==> config.mk <==
export PLATFORM = sky130hd
export DESIGN_NAME = fp32_div_seq
export DESIGN_NICKNAME = d
export VERILOG_FILES = /design/src/rtl/fp32_div_seq.sv
export SDC_FILE = /design/constraint.sdc
export NUM_CORES = 1
export LEC_CHECK = 0
export BUFFER_PORTS_ARGS = -buffer_cell sky130_fd_sc_hd__buf_2
export CORE_ASPECT_RATIO = 0.7
export CORE_MARGIN = 2
export CORE_UTILIZATION = 25
export DETAILED_ROUTE_END_ITERATION = 8
export GPL_ROUTABILITY_DRIVEN = 1
export GPL_TIMING_DRIVEN = 0
export HOLD_SLACK_MARGIN = 0.12
export SLEW_MARGIN = 0
export SYNTH_ARGS = -nofsm -noshare
export SYNTH_HDL_FRONTEND = slang
export SYNTH_SLANG_ARGS = --single-unit
==> constraint.sdc <==
create_clock -name clk -period 10.8 [get_ports clk]
set_clock_uncertainty 0.05 [all_clocks]
set_input_delay 0.54 -clock clk [delete_from_list [all_inputs] [get_ports clk]]
set_output_delay 0.54 -clock clk [all_outputs]
set_load 0.005 [all_outputs]
==> src/rtl/fp32_div_seq.sv <==
// fp32_div_seq: sequential binary32 divider, radix-2 restoring, one quotient bit per clock
module fp32_div_seq (
  input  logic        clk,
  input  logic        rst,
  input  logic [31:0] a,
  input  logic [31:0] b,
  input  logic        in_valid,
  output logic        in_ready,
  output logic [31:0] res,
  output logic        exception,
  output logic        overflow,
  output logic        underflow,
  output logic        div_by_zero,
  output logic        out_valid,
  input  logic        out_ready
);
  typedef enum logic [1:0] {IDLE, CALC, NORM, DONE} state_t;
  state_t             state;
  logic        [24:0] r;
  logic        [23:0] mb;
  logic        [25:0] q;
  logic        [4:0]  cnt;
  logic               sign;
  logic        [1:0]  spec;
  logic signed [9:0]  e_base;
  logic               a_zero, b_zero, a_inf, b_inf;
  logic        [1:0]  spec_in;
  logic               r_ge;
  logic        [24:0] r_nxt;
  logic        [22:0] man_t;
  logic               guard;
  logic        [23:0] man_r;
  logic signed [9:0]  e_n;
  // operand classification; spec code: 1 exception, 2 divide by zero, 3 zero dividend
  always_comb begin
    a_zero  = a[30:23] == 8'd0;
    b_zero  = b[30:23] == 8'd0;
    a_inf   = a[30:23] == 8'hFF;
    b_inf   = b[30:23] == 8'hFF;
    spec_in = (a_inf | b_inf | (a_zero & b_zero)) ? 2'd1 : b_zero ? 2'd2 : a_zero ? 2'd3 : 2'd0;
  end
  // one restoring step, then normalise and round half away from zero on the guard bit
  always_comb begin
    r_ge  = r >= {1'b0, mb};
    r_nxt = (r_ge ? r - {1'b0, mb} : r) << 1;
    man_t = q[25] ? q[24:2] : q[23:1];
    guard = q[25] ? q[1] : q[0];
    man_r = {1'b0, man_t} + {23'd0, guard};
    e_n   = e_base + (q[25] ? 10'sd127 : 10'sd126) + (man_r[23] ? 10'sd1 : 10'sd0);
  end
  // control FSM with registered result, flags and handshake outputs
  always_ff @(posedge clk) begin
    if (rst) begin
      state       <= IDLE;
      in_ready    <= 1'b1;
      out_valid   <= 1'b0;
      res         <= 32'd0;
      exception   <= 1'b0;
      overflow    <= 1'b0;
      underflow   <= 1'b0;
      div_by_zero <= 1'b0;
      r           <= 25'd0;
      mb          <= 24'd0;
      q           <= 26'd0;
      cnt         <= 5'd0;
      sign        <= 1'b0;
      spec        <= 2'd0;
      e_base      <= 10'sd0;
    end else begin
      unique case (state)
        IDLE: if (in_valid) begin
          in_ready <= 1'b0;
          sign     <= a[31] ^ b[31];
          spec     <= spec_in;
          r        <= {2'b01, a[22:0]};
          mb       <= {1'b1, b[22:0]};
          e_base   <= $signed({2'b00, a[30:23]}) - $signed({2'b00, b[30:23]});
          cnt      <= 5'd0;
          state    <= (spec_in != 2'd0) ? DONE : CALC;
        end
        CALC: begin
          r     <= r_nxt;
          q     <= {q[24:0], r_ge};
          cnt   <= cnt + 5'd1;
          state <= (cnt == 5'd25) ? NORM : CALC;
        end
        NORM: begin
          res         <= (e_n >= 10'sd255) ? {sign, 8'hFF, 23'd0} : (e_n <= 10'sd0) ? {sign, 31'd0} : {sign, e_n[7:0], man_r[22:0]};
          overflow    <= e_n >= 10'sd255;
          underflow   <= e_n <= 10'sd0;
          exception   <= 1'b0;
          div_by_zero <= 1'b0;
          out_valid   <= 1'b1;
          state       <= DONE;
        end
        DONE: if (!out_valid) begin
          res         <= (spec == 2'd1) ? 32'd0 : (spec == 2'd2) ? {sign, 8'hFF, 23'd0} : {sign, 31'd0};
          exception   <= spec == 2'd1;
          div_by_zero <= spec == 2'd2;
          overflow    <= 1'b0;
          underflow   <= 1'b0;
          out_valid   <= 1'b1;
        end else if (out_ready) begin
          out_valid <= 1'b0;
          in_ready  <= 1'b1;
          state     <= IDLE;
        end
      endcase
    end
  end
endmodule

# [Word level (Yosys, flattened, before mapping)]
# Index checks and enable logic that the tools add are counted.
# W data, S select, Z words.
[classes] add_sub_neg=6 n_lt_le_gt_ge=3 n_eq_ne=12 n_mux=38 bitwise=4 reduce_logical=12
[op_table] op="$mux W31" n=3
[op_table] op="$mux W32" n=2
[op_table] op="$pmux W32 S2" n=1
[op_table] op="$pmux W25 S2" n=1
[op_table] op="$ge A25 B24 Y1" n=1
[op_table] op="$mux W25" n=1
[op_table] op="$add A23 B1 Y24" n=1
[op_table] op="$mux W24" n=1
[op_table] op="$sub A24 B24 Y24" n=1
[op_table] op="$mux W23" n=1
[op_table] op="$eq A8 B8 Y1 const B" n=2
[op_table] op="$logic_not A8 Y1" n=2
[op_table] op="$mux W2" n=8
[op_table] op="$pmux W1 S2" n=6
[op_table] op="$mux W1" n=11
[op_table] op="$add A10 B2 Y10" n=1
[op_table] op="$add A10 B8 Y10" n=1
[op_table] op="$ge A10 B9 Y1 const B" n=1
[op_table] op="$le A10 B1 Y1 const B" n=1
[op_table] op="$pmux W5 S2" n=1
[op_table] op="$sub A8 B8 Y9" n=1
[op_table] op="$ne A2 B2 Y1 const B" n=4
[op_table] op="$pmux W2 S4" n=1
[op_table] op="$reduce_bool A2 Y1" n=4
[op_table] op="12 further kinds" n=18
[word_totals] ff_bits=133 input_bits=68 out_inout_bits=38 word_cells=90

# [Logic depth before layout (Yosys ltp)]
# Gate-level depths: netlist of run 1.
[depth] word_depth=8 depth_mapped=22 depth_no_buf=16

# [Least setup slack after synthesis of run 1]
# Ideal clock, no wire load.
[synth_path] path_kind="register to register" start="register q[25]" end="register res[17]" setup_time_ns=0.125 arrival_time_ns=4.896 t_required_ns=10.625 setup_slack_ns=5.729 stages_incl_launch_ff=23 n_path_buf=6 period_less_slack_ns=5.071 path_cell_list="dfxtp_1 > buf_2 > buf_4 > clkbuf_1 > clkbuf_8 > mux2_2 > ha_1 > and3_1 > nand4_1 > nor4_1 > nor4b_1 > fa_1 > inv_1 > ha_1 > buf_6 > nand3_1 > nand4b_1 > or4_4 > a32oi_4 > nor3b_4 > buf_6 > a32oi_1 > nor2_1"
[synth_between] elab_chain_cells=8 word_cells_on_any_way=12 classes_between="3 x add/sub; 2 x order compare; 7 x mux"
[synth_rtl] element="start: declaration" line="21" rtl="logic [25:0] q;"
[synth_rtl] element="start signal: assignment" line="83" rtl="q <= {q[24:0], r_ge};"
[synth_rtl] element="$mux W23 or $mux W1 (tied branches)" line="46, 47"
[synth_rtl] element="$add A23 B1 Y24" line="48" rtl="man_r = {1'b0, man_t} + {23'd0, guard};"
[synth_rtl] element="$mux W1" line="49" rtl="e_n = e_base + (q[25] ? 10'sd127 : 10'sd126) + (man_r[23] ? 10'sd1 : 10'sd0);"
[synth_rtl] element="$add A10 B2 Y10" line="49"
[synth_rtl] element="$le A10 B1 Y1" line="88" rtl="res <= (e_n >= 10'sd255) ? {sign, 8'hFF, 23'd0} : (e_n <= 10'sd0) ? {sign, 31'd0} : {sign, e_n[7:0], man_r[22: ..."
[synth_rtl] element="$mux W31" line="88"
[synth_rtl] element="$mux W31 *" line="88"
[synth_rtl] element="$pmux W32 S2 *" line="70" rtl="unique case (state)"
[synth_rtl] element="end signal: assignment" line="88"
[synth_rtl] element="end signal: assignment" line="97" rtl="res <= (spec == 2'd1) ? 32'd0 : (spec == 2'd2) ? {sign, 8'hFF, 23'd0} : {sign, 31'd0};"
[synth_rtl] element="end: declaration" line="9" rtl="output logic [31:0] res,"
# Mark *: on every way between the ends. The rest lies on a longest branch, timed or not.
# A chain may end at the register's enable or synchronous reset.

# [Worst setup path after layout of run 1]
[layout_path] start="register q[25]" end="register res[7]"
# The elaborated chain is that of the path after synthesis.

==> results of run 1 <==
cell usage after synthesis (4+ instances only):
master and n:
a211oi_1 28, a21boi_0 4, a21o_1 8, a21oi_1 121, a22oi_1 13, a311oi_1 10
a31o_2 4, a31oi_1 10, a32oi_1 8, a41oi_1 4, and2_1 7, and3_1 14
buf_1 8, buf_2 4, buf_6 8, clkbuf_1 37, dfxtp_1 132, ha_1 37
inv_1 61, mux2_2 12, mux2i_1 25, nand2_1 187, nand2b_1 4, nand3_1 23
nand3b_1 4, nand4_1 13, nor2_1 86, nor2b_1 9, nor3_1 12, nor3b_1 6
nor4_1 9, o21a_1 5, o21ai_0 25, o221a_2 7, o22ai_1 7, o31ai_1 4
or3_1 4, xnor2_1 18, xor2_1 15
kinds of logic (layout without fill, tap and decap cells):
| group | after synthesis | in the layout | synth area share |
|---|---|---|---|
| mux | 37 | 37 | 0.0466 |
| xor+xnor | 33 | 33 | 0.0349 |
| flops | 132 | 132 | 0.319 |
| simple gates | 398 | 398 | 0.221 |
| buf+inv | 132 | 268 | 0.0774 |
| compound gates | 289 | 289 | 0.237 |
| fa+ha+maj | 40 | 40 | 0.0632 |
tightest hold or removal path, cell delays in order:
cell and delay [ps]:
buf_2 90, nand2_1 40, a21oi_1 50
registers in the layout, indices dropped and copies added, names as in the netlist, 2 cells and up:
signal,count
mb,24
cnt,5
q,26
e_base,9
spec,2
state,2
res,32
r,25
per-stage QoR:
stage	utilization	total power, mW
2_1_floorplan	-	1.07
3_3_place_gp	0.287	1.23
3_5_place_dp	0.287	1.24
4_1_cts	0.307	1.87
5_1_grt	0.307	1.97
6_report	0.307	1.88
where the power goes:
part	total, mW	internal, mW	leakage (nW)	switching [mW]
Clock	0.627	0.393	0.305	0.235
Combinational	0.695	0.281	2.47	0.414
Sequential	0.553	0.523	1.08	0.0299
routing by layer:
metal / vias up / wire length, um / part of all wire
met5: - / 0 / 0
met1: 3854 / 14000 / 0.51
met3: 30 / 1840 / 0.068
li1: 4010 / - / -
met2: 263 / 10900 / 0.40
met4: 0 / 453 / 0.017
placed cells by master, fill, tap and decap left out, types with 9 or more instances in the layout:
cell type / synthesis / final
nand3_1: 23 / 23
mux2_2: 12 / 12
nand4_1: 13 / 13
nor3_1: 12 / 12
nor2b_1: 9 / 9
a31oi_1: 10 / 10
a211oi_1: 28 / 28
nor2_1: 86 / 86
inv_1: 61 / 61
a22oi_1: 13 / 13
xnor2_1: 18 / 18
clkbuf_1: 37 / 39
nand2_1: 187 / 187
xor2_1: 15 / 15
mux2i_1: 25 / 25
buf_2: 4 / 108
ha_1: 37 / 37
dfxtp_1: 132 / 132
a21oi_1: 121 / 121
clkbuf_16: 0 / 17
a311oi_1: 10 / 10
o21ai_0: 25 / 25
and3_1: 14 / 14
nor4_1: 9 / 9
worst paths after layout:
path | cells past startpoint | startpoint | end | slack (ps)
worst max-delay path | 22 | q[25] | res[7] | 4400
worst min-delay path | 3 | b[6] | mb[6] | 280
worst max register to register | 22 | q[25] | res[7] | 4400
worst min register to register | 2 | mb[7] | mb[7] | 400
final cells by class:
| class | count | area share |
|---|---|---|
| Multi-Input combinational cell | 797 | 0.502 |
| Clock inverter | 12 | 0.0178 |
| Timing Repair Buffer | 104 | 0.0523 |
| Inverter | 62 | 0.0234 |
| Sequential cell | 132 | 0.265 |
| Clock buffer | 20 | 0.0449 |
| Buffer | 70 | 0.0410 |
| Tap cell | 427 | 0.0537 |
==> results.tsv, run 1 <==
stage	metric	value	unit
cells_and_area	Layout area overhead	20.3	%
cts	post-CTS setup buffer count	0	
power_and_ir_drop	Power Dens Cells	188	nW/um2
worst_setup_path	Critical Path RT	11070	ps
detailed_routing	Starting DRT DRC Count	641	
worst_setup_path	worst-path maximum fanout	10	
detailed_routing	total iterations of the first detailed-routing run	8	
placement	Cells after DPL	1592	
grt	first-pass GRT wire length	42100	um
grt	M1 GR Usage	0.229	
sta	Tightest Pin Transition	1180	ps
detailed_routing	Residual DRC	7	
detailed_routing	routed wire length	27100	um
synthesis	Synth cell types	85	
sta	RSZ-0062 raised after global routing	no	
cts	clock sinks	132	
cts	Root Buffer	clkbuf_16	
detailed_routing	Via-to-Cell Ratio	5.02	
cells_and_area	area of the multi-input gates	4990	um2
synthesis	post-synth top area cell	dfxtp_1	
detailed_routing	DRT antenna net count	0	
worst_setup_path	CP Buf/Inv Count	7	
cts	Max H-tree Level	4	
sta	final worst-path cycle share	0.592	
floorplan	FP Rows	55	
synthesis	Post-synth EDFFs	0	
placement	PortBufs	104	
cts	clock latency on the worst-skew pair	450	ps
floorplan	# IOs	106	
cts	# resized after CTS	0	
synthesis	top cell type's share of synthesized area	0.319	
placement	cell area after placement	9330	um2
status	status	finished with violations	
cells_and_area	final instance area	9960	um2
floorplan	core region area	32500	um2
synthesis	Area contributors post-synth	dfxtp_1 (32%), nand2_1 (8.5%), a21oi_1 (7.3%)	
cells_and_area	Non-Filler Instances	1624	
grt	total track usage	0.156	
grt	number of global-route vias before repair	7598	
placement	Post-DP HPWL	20600	um
worst_setup_path	CP top delay family	simple AND/OR/NAND/NOR gates	
synthesis	sequential area share after synthesis	0.319	
grt	largest net degree at the start of global routing	17	
flow_run	max_cap viols	0	
placement	DP Worst Slack	4490	ps
power_and_ir_drop	Leak Pwr	3.85	nW
sta	Min Hold Slack	279	ps
sta	Fin. Hold Viols	0	
cells_and_area	FF/Latch Area	2640	um2
sta	crit path time final	6400	ps
cells_and_area	Layout Nets	1292	
worst_setup_path	crit path launch type	register	
synthesis	Post-Syn Instances	1061	
grt	met3 Use GR	0.0381	
floorplan	die height	156	um
placement	global placement routability congestion	0.899	
floorplan	Initial Util	0.255	
floorplan	die area	34600	um2
grt	initial antenna violation count	0	
synthesis	syn avg cell area	7.80	um2
cts	CTS tree	done	
sta	Slew headroom	0.209	
cts	clk buf depth	2	
sta	setup violators final	0	
cells_and_area	share of cells above drive strength 1	0.170	
cells_and_area	# fillers	3542	
cts	clock buffer count from CTS	17	
synthesis	Synth warnings	0	
sta	Slew Viols, Final	0	
synthesis	flops & latches, synth	132	
cts	cts-stage hold buffer count	0	
synthesis	Primary FF master, synth	dfxtp_1	
sta	Setup WS post-layout	4400	ps
detailed_routing	Vias	8157	
grt	met2 GRT Util	0.222	
power_and_ir_drop	maximum vdd ir drop	0.0850	mV
status	violated checks	DRC	
worst_setup_path	CP Capture Type	register	
worst_setup_path	slowest CP cell	nor4_1	
worst_setup_path	WP data arrival	6670	ps
detailed_routing	wire per inst	16.7	um
cells_and_area	Antenna Cells	0	
worst_hold_path	Worst Hold Class	in -> reg	
grt	grt peak-use layer	met1	
worst_setup_path	worst setup path category	reg -> reg	
synthesis	syn nets	1169	
worst_setup_path	critical path, cell by cell	buf_2 -> buf_4 -> clkbuf_1 -> clkbuf_8 -> mux2_2 -> ha_1 -> and3_1 -> nand4_1 -> nor4_1 -> nor4b_1 -> fa_1 -> inv_1 -> ha_1 -> buf_6 -> xnor2_1 -> and3_1 -> a32oi_1 -> a21oi_1 -> nor3b_4 -> buf_6 -> a32oi_1 -> nor2_1	
grt	remaining global-route overflow	0	
synthesis	synthesized cell area	8280	um2
worst_setup_path	peak per-stage delay on the critical path	1040	ps
sta	Highest Clock Rate	156	MHz
cts	clk slew on worst S/H paths	70	ps
sta	setup total negative slack	0	ps
synthesis	Synth async-reset ratio	0	
floorplan	Die Width	221	um
Note: power is estimated with default switching activity, not from simulation.
==> run 2: changes to the inputs <==
--- a/config.mk
+++ b/config.mk
@@ -5,6 +5,7 @@
 export SDC_FILE = /design/constraint.sdc
 export NUM_CORES = 1
 export LEC_CHECK = 0
+export ABC_AREA = 1
 export BUFFER_PORTS_ARGS = -buffer_cell sky130_fd_sc_hd__buf_2
 export CORE_ASPECT_RATIO = 0.7
 export CORE_MARGIN = 2
==> constraint.sdc (replaced) <==
create_clock -name clk -period 6 [get_ports clk]
set_clock_uncertainty 0.05 [all_clocks]
set_input_delay 0.3 -clock clk [delete_from_list [all_inputs] [get_ports clk]]
set_output_delay 0.3 -clock clk [all_outputs]
set_load 0.005 [all_outputs]
==> run 2 against run 1 <==
  * The flow now finishes without violations
  * First-iteration DRC count grew 1.6%
  * Clock-buffer cell count up 1
  * Die area rose by 8.2%
  * Cell area rose by 9.3%
  * Synthesized cell count is 28% higher
  * Wire length is 15% higher
  * Core utilization up 0.43 points
  * Flip-flop and latch count unchanged
  * Clock power grew 79%
  * Critical path depth is 1 higher
  * Final cell count increased by 22%
==> results.tsv, run 2 <==
stage	metric	value	unit	change
status	status	completed		
synthesis	syn nets	1461		+25%
power_and_ir_drop	Leak Pwr	4.83	nW	+25%
cts	# resized after CTS	0		unchanged
floorplan	die area	37400	um2	+8.2%
synthesis	top cell type's share of synthesized area	0.295		-0.0246
cts	CTS tree	done		
cts	clock buffer count from CTS	17		unchanged
synthesis	syn avg cell area	6.63	um2	-15%
sta	final worst-path cycle share	0.695		+0.102
worst_setup_path	Critical Path RT	6310	ps	-4760 ps
grt	number of global-route vias before repair	8763		+15%
cts	Max H-tree Level	4		unchanged
power_and_ir_drop	Power Dens Cells	336	nW/um2	+79%
grt	largest net degree at the start of global routing	17		unchanged
floorplan	Die Width	230	um	+4.0%
detailed_routing	wire per inst	15.8	um	-5.3%
sta	Slew headroom	0.409		+0.200
grt	total track usage	0.167		+0.0109
cts	post-CTS setup buffer count	0		unchanged
placement	PortBufs	105		+0.96%
sta	setup total negative slack	0	ps	unchanged
sta	setup violators final	0		unchanged
synthesis	Primary FF master, synth	dfxtp_1		
synthesis	Synth cell types	50		-41%
cells_and_area	max FFs per register	32		unchanged
synthesis	synthesized cell area	8970	um2	+8.3%
cells_and_area	Layout Nets	1603		+24%
floorplan	FP Rows	57		+3.6%
sta	Fin. Hold Viols	0		unchanged
detailed_routing	total iterations of the first detailed-routing run	5		-3
detailed_routing	routed wire length	31300	um	+15%
sta	Slew Viols, Final	0		unchanged
sta	crit path time final	4170	ps	-2230 ps
synthesis	count leader, synth	nand2_1		
worst_setup_path	worst-path maximum fanout	10		unchanged
synthesis	Area contributors post-synth	dfxtp_1 (29%), nand2_1 (13%), o21ai_0 (8.1%)		
synthesis	Synth async-reset ratio	0		unchanged
cts	clock latency on the worst-skew pair	440	ps	about the same
worst_setup_path	crit path launch type	register		
synthesis	Post-Syn Instances	1353		+28%
floorplan	# IOs	106		unchanged
cells_and_area	Most flops, register	res		
cts	clk slew on worst S/H paths	70	ps	about the same
detailed_routing	Starting DRT DRC Count	651		+1.6%
power_and_ir_drop	maximum vdd ir drop	0.148	mV	+74%
cells_and_area	leading cell type in the layout, fill and taps excluded	nand2_1		
cells_and_area	Antenna Cells	0		unchanged
grt	remaining global-route overflow	0		unchanged
floorplan	Initial Util	0.256		+0.00127
flow_run	max_cap viols	0		unchanged
placement	Post-DP HPWL	24900	um	+21%
synthesis	post-synth top area cell	dfxtp_1		
cts	clk buf depth	2		unchanged
worst_hold_path	Worst Hold Class	in -> reg		
synthesis	flops & latches, synth	132		unchanged
cts	Root Buffer	clkbuf_16		
worst_setup_path	worst setup path category	reg -> reg		
worst_setup_path	WP data arrival	4480	ps	-2190 ps
detailed_routing	DRT antenna net count	0		unchanged
cells_and_area	Top Registers	res (32), q (26), r (25)		
synthesis	Post-synth top cells	nand2_1 (301), inv_1 (173), o21ai_0 (146)		
detailed_routing	Residual DRC	0		-7
sta	RSZ-0062 raised after global routing	no		
worst_setup_path	CP Capture Type	register		
grt	initial antenna violation count	1		+1
floorplan	core region area	35000	um2	+7.8%
placement	cell area after placement	10100	um2	+8.1%
sta	Tightest Pin Transition	878	ps	-298 ps
synthesis	Synth warnings	0		unchanged
synthesis	sequential area share after synthesis	0.295		-0.0246
detailed_routing	Via-to-Cell Ratio	4.64		-7.7%
cells_and_area	most frequent cells in the layout	nand2_1 (301), inv_1 (173), o21ai_0 (146), a21oi_1 (139), dfxtp_1 (132)		
floorplan	die height	162	um	+4.0%
detailed_routing	Vias	9184		+13%
placement	global placement routability congestion	0.942		+4.7%
cts	clock sinks	132		unchanged
sta	Highest Clock Rate	240	MHz	+53%
synthesis	Post-synth EDFFs	0		unchanged
cells_and_area	Layout area overhead	21.4	%	
cells_and_area	share of cells above drive strength 1	0.172		+0.00282
cells_and_area	final instance area	10900	um2	+9.3%
grt	first-pass GRT wire length	48500	um	+15%
-- run 2: cell types whose count changed after synthesis, sizes merged, moves of 25 or more --
cell    change
a211oi     -29
inv       +118
nand2     +152
nand3      +50
a21oi      +29
nor2       +37
mux2i      -25
o21ai     +134
-- run 2: cells by family after synthesis --
logic type,after synthesis,synth area share
xor+xnor,29,0.0283
buf+inv,231,0.107
compound gates,322,0.196
simple gates,599,0.315
flops,132,0.295
fa+ha+maj,40,0.0583
-- run 2: metal layers --
| layer | GRT usage | wire length, um | vias to the layer above |
|---|---|---|---|
| met5 | 0 | 13 | - |
| met4 | 0.0449 | 603 | 2 |
| met3 | 0.0385 | 1970 | 47 |
| met2 | 0.248 | 12600 | 247 |
| met1 | 0.242 | 16200 | 4186 |
| li1 | - | - | 4702 |
-- run 2: final timing paths --
| kind | depth (start not counted) | slack (ps) | startpoint | endpoint |
|---|---|---|---|---|
| max | 23 | 1830 | q[25] | res[12] |
| min | 3 | 120 | b[7] | mb[7] |
| max reg2reg | 23 | 1830 | q[25] | res[12] |
| min reg2reg | 2 | 410 | res[6] | res[6] |
-- run 2: power by group --
part | leakage [nW] | switching, mW | internal [mW] | total (mW)
Combinational | 3.45 | 1.01 | 0.484 | 1.49
Clock | 0.291 | 0.436 | 0.688 | 1.12
Sequential | 1.08 | 0.0713 | 0.972 | 1.04
Total | 4.83 | 1.52 | 2.14 | 3.66
-- run 2: timing repair --
action / CTS / global route
hold buffers: 18 / 0
endpoints found under the setup margin: 0 / 0
endpoints found under the hold margin: 18 / 0
-- run 2: layout make-up --
class                   instances  area (um2)
fillers                      3790       24100
multi-input cells             990        5370
flip-flops and latches        132        2640
repair buffers                123         706
inverters                     181         682
well taps                     472         591
clock buffers                  21         470
plain buffers                  50         279
clock inverters                11         151
-- run 2: metrics by stage --
| step | total power, mW | hold WS (ps) | setup slack [ps] | util | std cells |
|---|---|---|---|---|---|
| 2_1_floorplan | 2.08 | 383 | 2570 | - | 1353 |
| 3_3_place_gp | 2.51 | 398 | 1840 | 0.288 | 1930 |
| 3_5_place_dp | 2.51 | 400 | 1840 | 0.288 | 1930 |
| 4_1_cts | 3.65 | 120 | 1810 | 0.311 | 1980 |
| 5_1_grt | 3.89 | 138 | 1400 | 0.311 | 1980 |
| 6_report | 3.66 | 117 | 1830 | 0.311 | 1980 |
-- run 2: critical path, stage by stage (launching register included) --
cell and delay [ps]:
dfxtp_1 380, buf_6 190, inv_4 60, buf_8 140, o21ai_0 190, ha_1 320
nand3_2 160, nor2_4 170, nand2_2 80, nor3_2 150, nand4_1 140, nor3_2 210
fa_1 210, inv_1 90, ha_1 230, nand2_2 140, xor2_1 220, nor2_1 90
nand3_2 120, nand4_4 180, nor2_8 210, buf_12 160, nand2_1 70, a21oi_2 110
==> run 3: changes to the inputs <==
==> constraint.sdc (replaced) <==
create_clock -name clk -period 4.25 [get_ports clk]
set_clock_uncertainty 0.05 [all_clocks]
set_input_delay 0.2125 -clock clk [delete_from_list [all_inputs] [get_ports clk]]
set_output_delay 0.2125 -clock clk [all_outputs]
set_load 0.005 [all_outputs]
==> run 3 against run 2 <==
  * Global-route usage increased by 0.064 points
  * Sequential share of layout area shrank 0.60 points
  * Hold slack lost 5.8 ps
  * Sequential power increased by 41%
  * Cell area is 2.6% higher
  * Core utilization up 0.80 points
  * Fmax up 4.4%
  * Critical path type unchanged
  * Largest power group unchanged
  * Highest routed layer unchanged
==> results.tsv, run 3 (synthesized netlist as in run 2, its figures left out) <==
stage	metric	value	unit	change
status	status	completed		
sta	Min Hold Slack	111	ps	-5.79 ps
cts	clk buf depth	2		unchanged
detailed_routing	DRT antenna net count	0		unchanged
cts	CTS tree	done		
sta	final worst-path cycle share	0.939		+0.245
cells_and_area	Top Registers	res (32), q (26), r (25)		
worst_setup_path	crit path launch type	register		
cells_and_area	share of cells above drive strength 1	0.177		+0.00425
floorplan	# IOs	106		unchanged
placement	Post-DP HPWL	24900	um	unchanged
placement	PortBufs	105		unchanged
floorplan	core region area	35000	um2	unchanged
cts	Max H-tree Level	4		unchanged
worst_setup_path	worst-path maximum fanout	10		unchanged
sta	Highest Clock Rate	250	MHz	+4.4%
cells_and_area	Antenna Cells	0		unchanged
grt	initial antenna violation count	1		unchanged
worst_setup_path	WP data arrival	4300	ps	-180 ps
worst_setup_path	CP Buf/Inv Count	5		unchanged
sta	crit path time final	3990	ps	-176 ps
detailed_routing	Residual DRC	0		unchanged
cts	clock buffer count from CTS	17		unchanged
cells_and_area	leading cell type in the layout, fill and taps excluded	nand2_1		
sta	Slew Viols, Final	0		unchanged
placement	Cells after DPL	1930		unchanged
worst_setup_path	peak per-stage delay on the critical path	360	ps	-20 ps
worst_setup_path	critical path, cell by cell	buf_8 -> inv_4 -> buf_8 -> o21ai_1 -> ha_2 -> nand3_2 -> nor2_4 -> nand2_2 -> nor3_2 -> nand4_1 -> nor3_4 -> fa_1 -> inv_1 -> ha_1 -> nand2_2 -> nor2_4 -> nand2_1 -> nand2_2 -> nand4_1 -> nand4_4 -> nor2_8 -> buf_12 -> nand2_1 -> a21oi_2		
worst_setup_path	Crit path top cell by count	nand2_2		
detailed_routing	routed wire length	31600	um	+0.80%
detailed_routing	wire per inst	15.7	um	-0.51%
sta	setup violators final	0		unchanged
worst_hold_path	Worst Hold Class	in -> reg		
cells_and_area	Layout Nets	1629		+1.6%
placement	global placement routability congestion	0.942		unchanged
power_and_ir_drop	Power Dens Cells	466	nW/um2	+38%
grt	total track usage	0.168		+0.000641
cts	clock sinks	132		unchanged
grt	largest net degree at the start of global routing	17		unchanged
floorplan	Die Width	230	um	unchanged
sta	Tightest Pin Transition	901	ps	+23.0 ps
floorplan	FP Rows	57		unchanged
worst_setup_path	CP top delay family	simple AND/OR/NAND/NOR gates		
floorplan	die area	37400	um2	unchanged
detailed_routing	Via-to-Cell Ratio	4.63		-0.20%
cells_and_area	Non-Filler Instances	2006		+1.3%
cells_and_area	Most flops, register	res		
power_and_ir_drop	maximum vdd ir drop	0.208	mV	+40%
detailed_routing	total iterations of the first detailed-routing run	5		unchanged
worst_setup_path	CP Capture Type	register		
floorplan	Initial Util	0.256		unchanged
cts	Root Buffer	clkbuf_16		
sta	Fin. Hold Viols	0		unchanged
detailed_routing	Starting DRT DRC Count	674		+3.5%
grt	remaining global-route overflow	0		unchanged
cells_and_area	most frequent cells in the layout	nand2_1 (300), inv_1 (173), o21ai_0 (145), a21oi_1 (139), dfxtp_1 (131)		
sta	Slew headroom	0.393		-0.0155
cts	clock latency on the worst-skew pair	430	ps	about the same
worst_setup_path	Critical Path RT	4550	ps	-1760 ps
cells_and_area	max FFs per register	32		unchanged
worst_setup_path	slowest CP cell	dfxtp_2		
floorplan	die height	162	um	unchanged
cells_and_area	Layout area overhead	24.5	%	
cts	clk slew on worst S/H paths	70	ps	about the same
grt	number of global-route vias before repair	8838		+0.86%
grt	first-pass GRT wire length	48700	um	+0.53%
flow_run	max_cap viols	0		unchanged
detailed_routing	Vias	9286		+1.1%
worst_setup_path	worst setup path category	reg -> reg		
power_and_ir_drop	Leak Pwr	4.96	nW	+2.7%
run 3: cell count changes in the layout (fill, tap and decap cells not counted), sizes merged:
| cell | change |
|---|---|
| dlygate4sd3 | +21 |
| buf | +5 |
run 3: stage by stage:
step,instance area [um2],setup TNS [ps],util,setup slack (ps),total power [mW]
global route,11200,-185,0.319,-41.7,5.52
finish,11200,0,0.319,258,5.20
detailed placement,10100,0,0.288,89.0,3.55
CTS,11100,0,0.317,56.1,5.17
global placement,10100,0,0.288,93.1,3.54
floorplan,8970,0,-,819,2.93
run 3: path summary, 6_finish.rpt:
| kind | slack (ps) | endpoint | start | depth (start not counted) |
|---|---|---|---|---|
| setup / recovery | 260 | res[12] | q[25] | 24 |
| setup reg to reg | 260 | res[12] | q[25] | 24 |
| hold / removal | 110 | r[18] | a[18] | 5 |
| hold reg to reg | 410 | res[6] | res[6] | 2 |
run 3: layout make-up:
type | count | area, um2
timing repair buffer | 149 | 953
sequential | 132 | 2640
clock buffer | 21 | 470
multi-input combinational | 990 | 5390
fill | 3780 | 23800
clock inverter | 11 | 151
inverter | 181 | 682
tap | 472 | 591
buffer | 50 | 283
run 3: worst register-to-register path, stage by stage, from the launching register on:
cell	delay [ps]
dfxtp_2	360
buf_8	160
inv_4	60
buf_8	140
o21ai_1	160
ha_2	230
nand3_2	120
nor2_4	180
nand2_2	80
nor3_2	150
nand4_1	190
nor3_4	270
fa_1	190
inv_1	90
ha_1	230
nand2_2	150
nor2_4	60
nand2_1	70
nand2_2	90
nand4_1	190
nand4_4	160
nor2_8	210
buf_12	160
nand2_1	70
a21oi_2	110
run 3: power breakdown:
| part | total [mW] | internal [mW] | switching (mW) |
|---|---|---|---|
| clock | 1.59 | 0.972 | 0.614 |
| sequential | 1.47 | 1.37 | 0.101 |
| combinational | 2.14 | 0.704 | 1.44 |
run 3: timing repair:
item | 4_1_cts | 5_1_grt
setup buffers | 0 | 5
hold buffers | 39 | 0
hold endpoints to repair | 39 | 0
gates resized for setup | 0 | 10
setup endpoints to repair | 0 | 31
run 3: metal layers:
layer	vias to the layer above	wire, um	track usage
met5	-	13	0
met4	2	541	0.0449
met3	37	2150	0.0383
met2	268	12800	0.250
met1	4229	16100	0.242
li1	4750	-	-
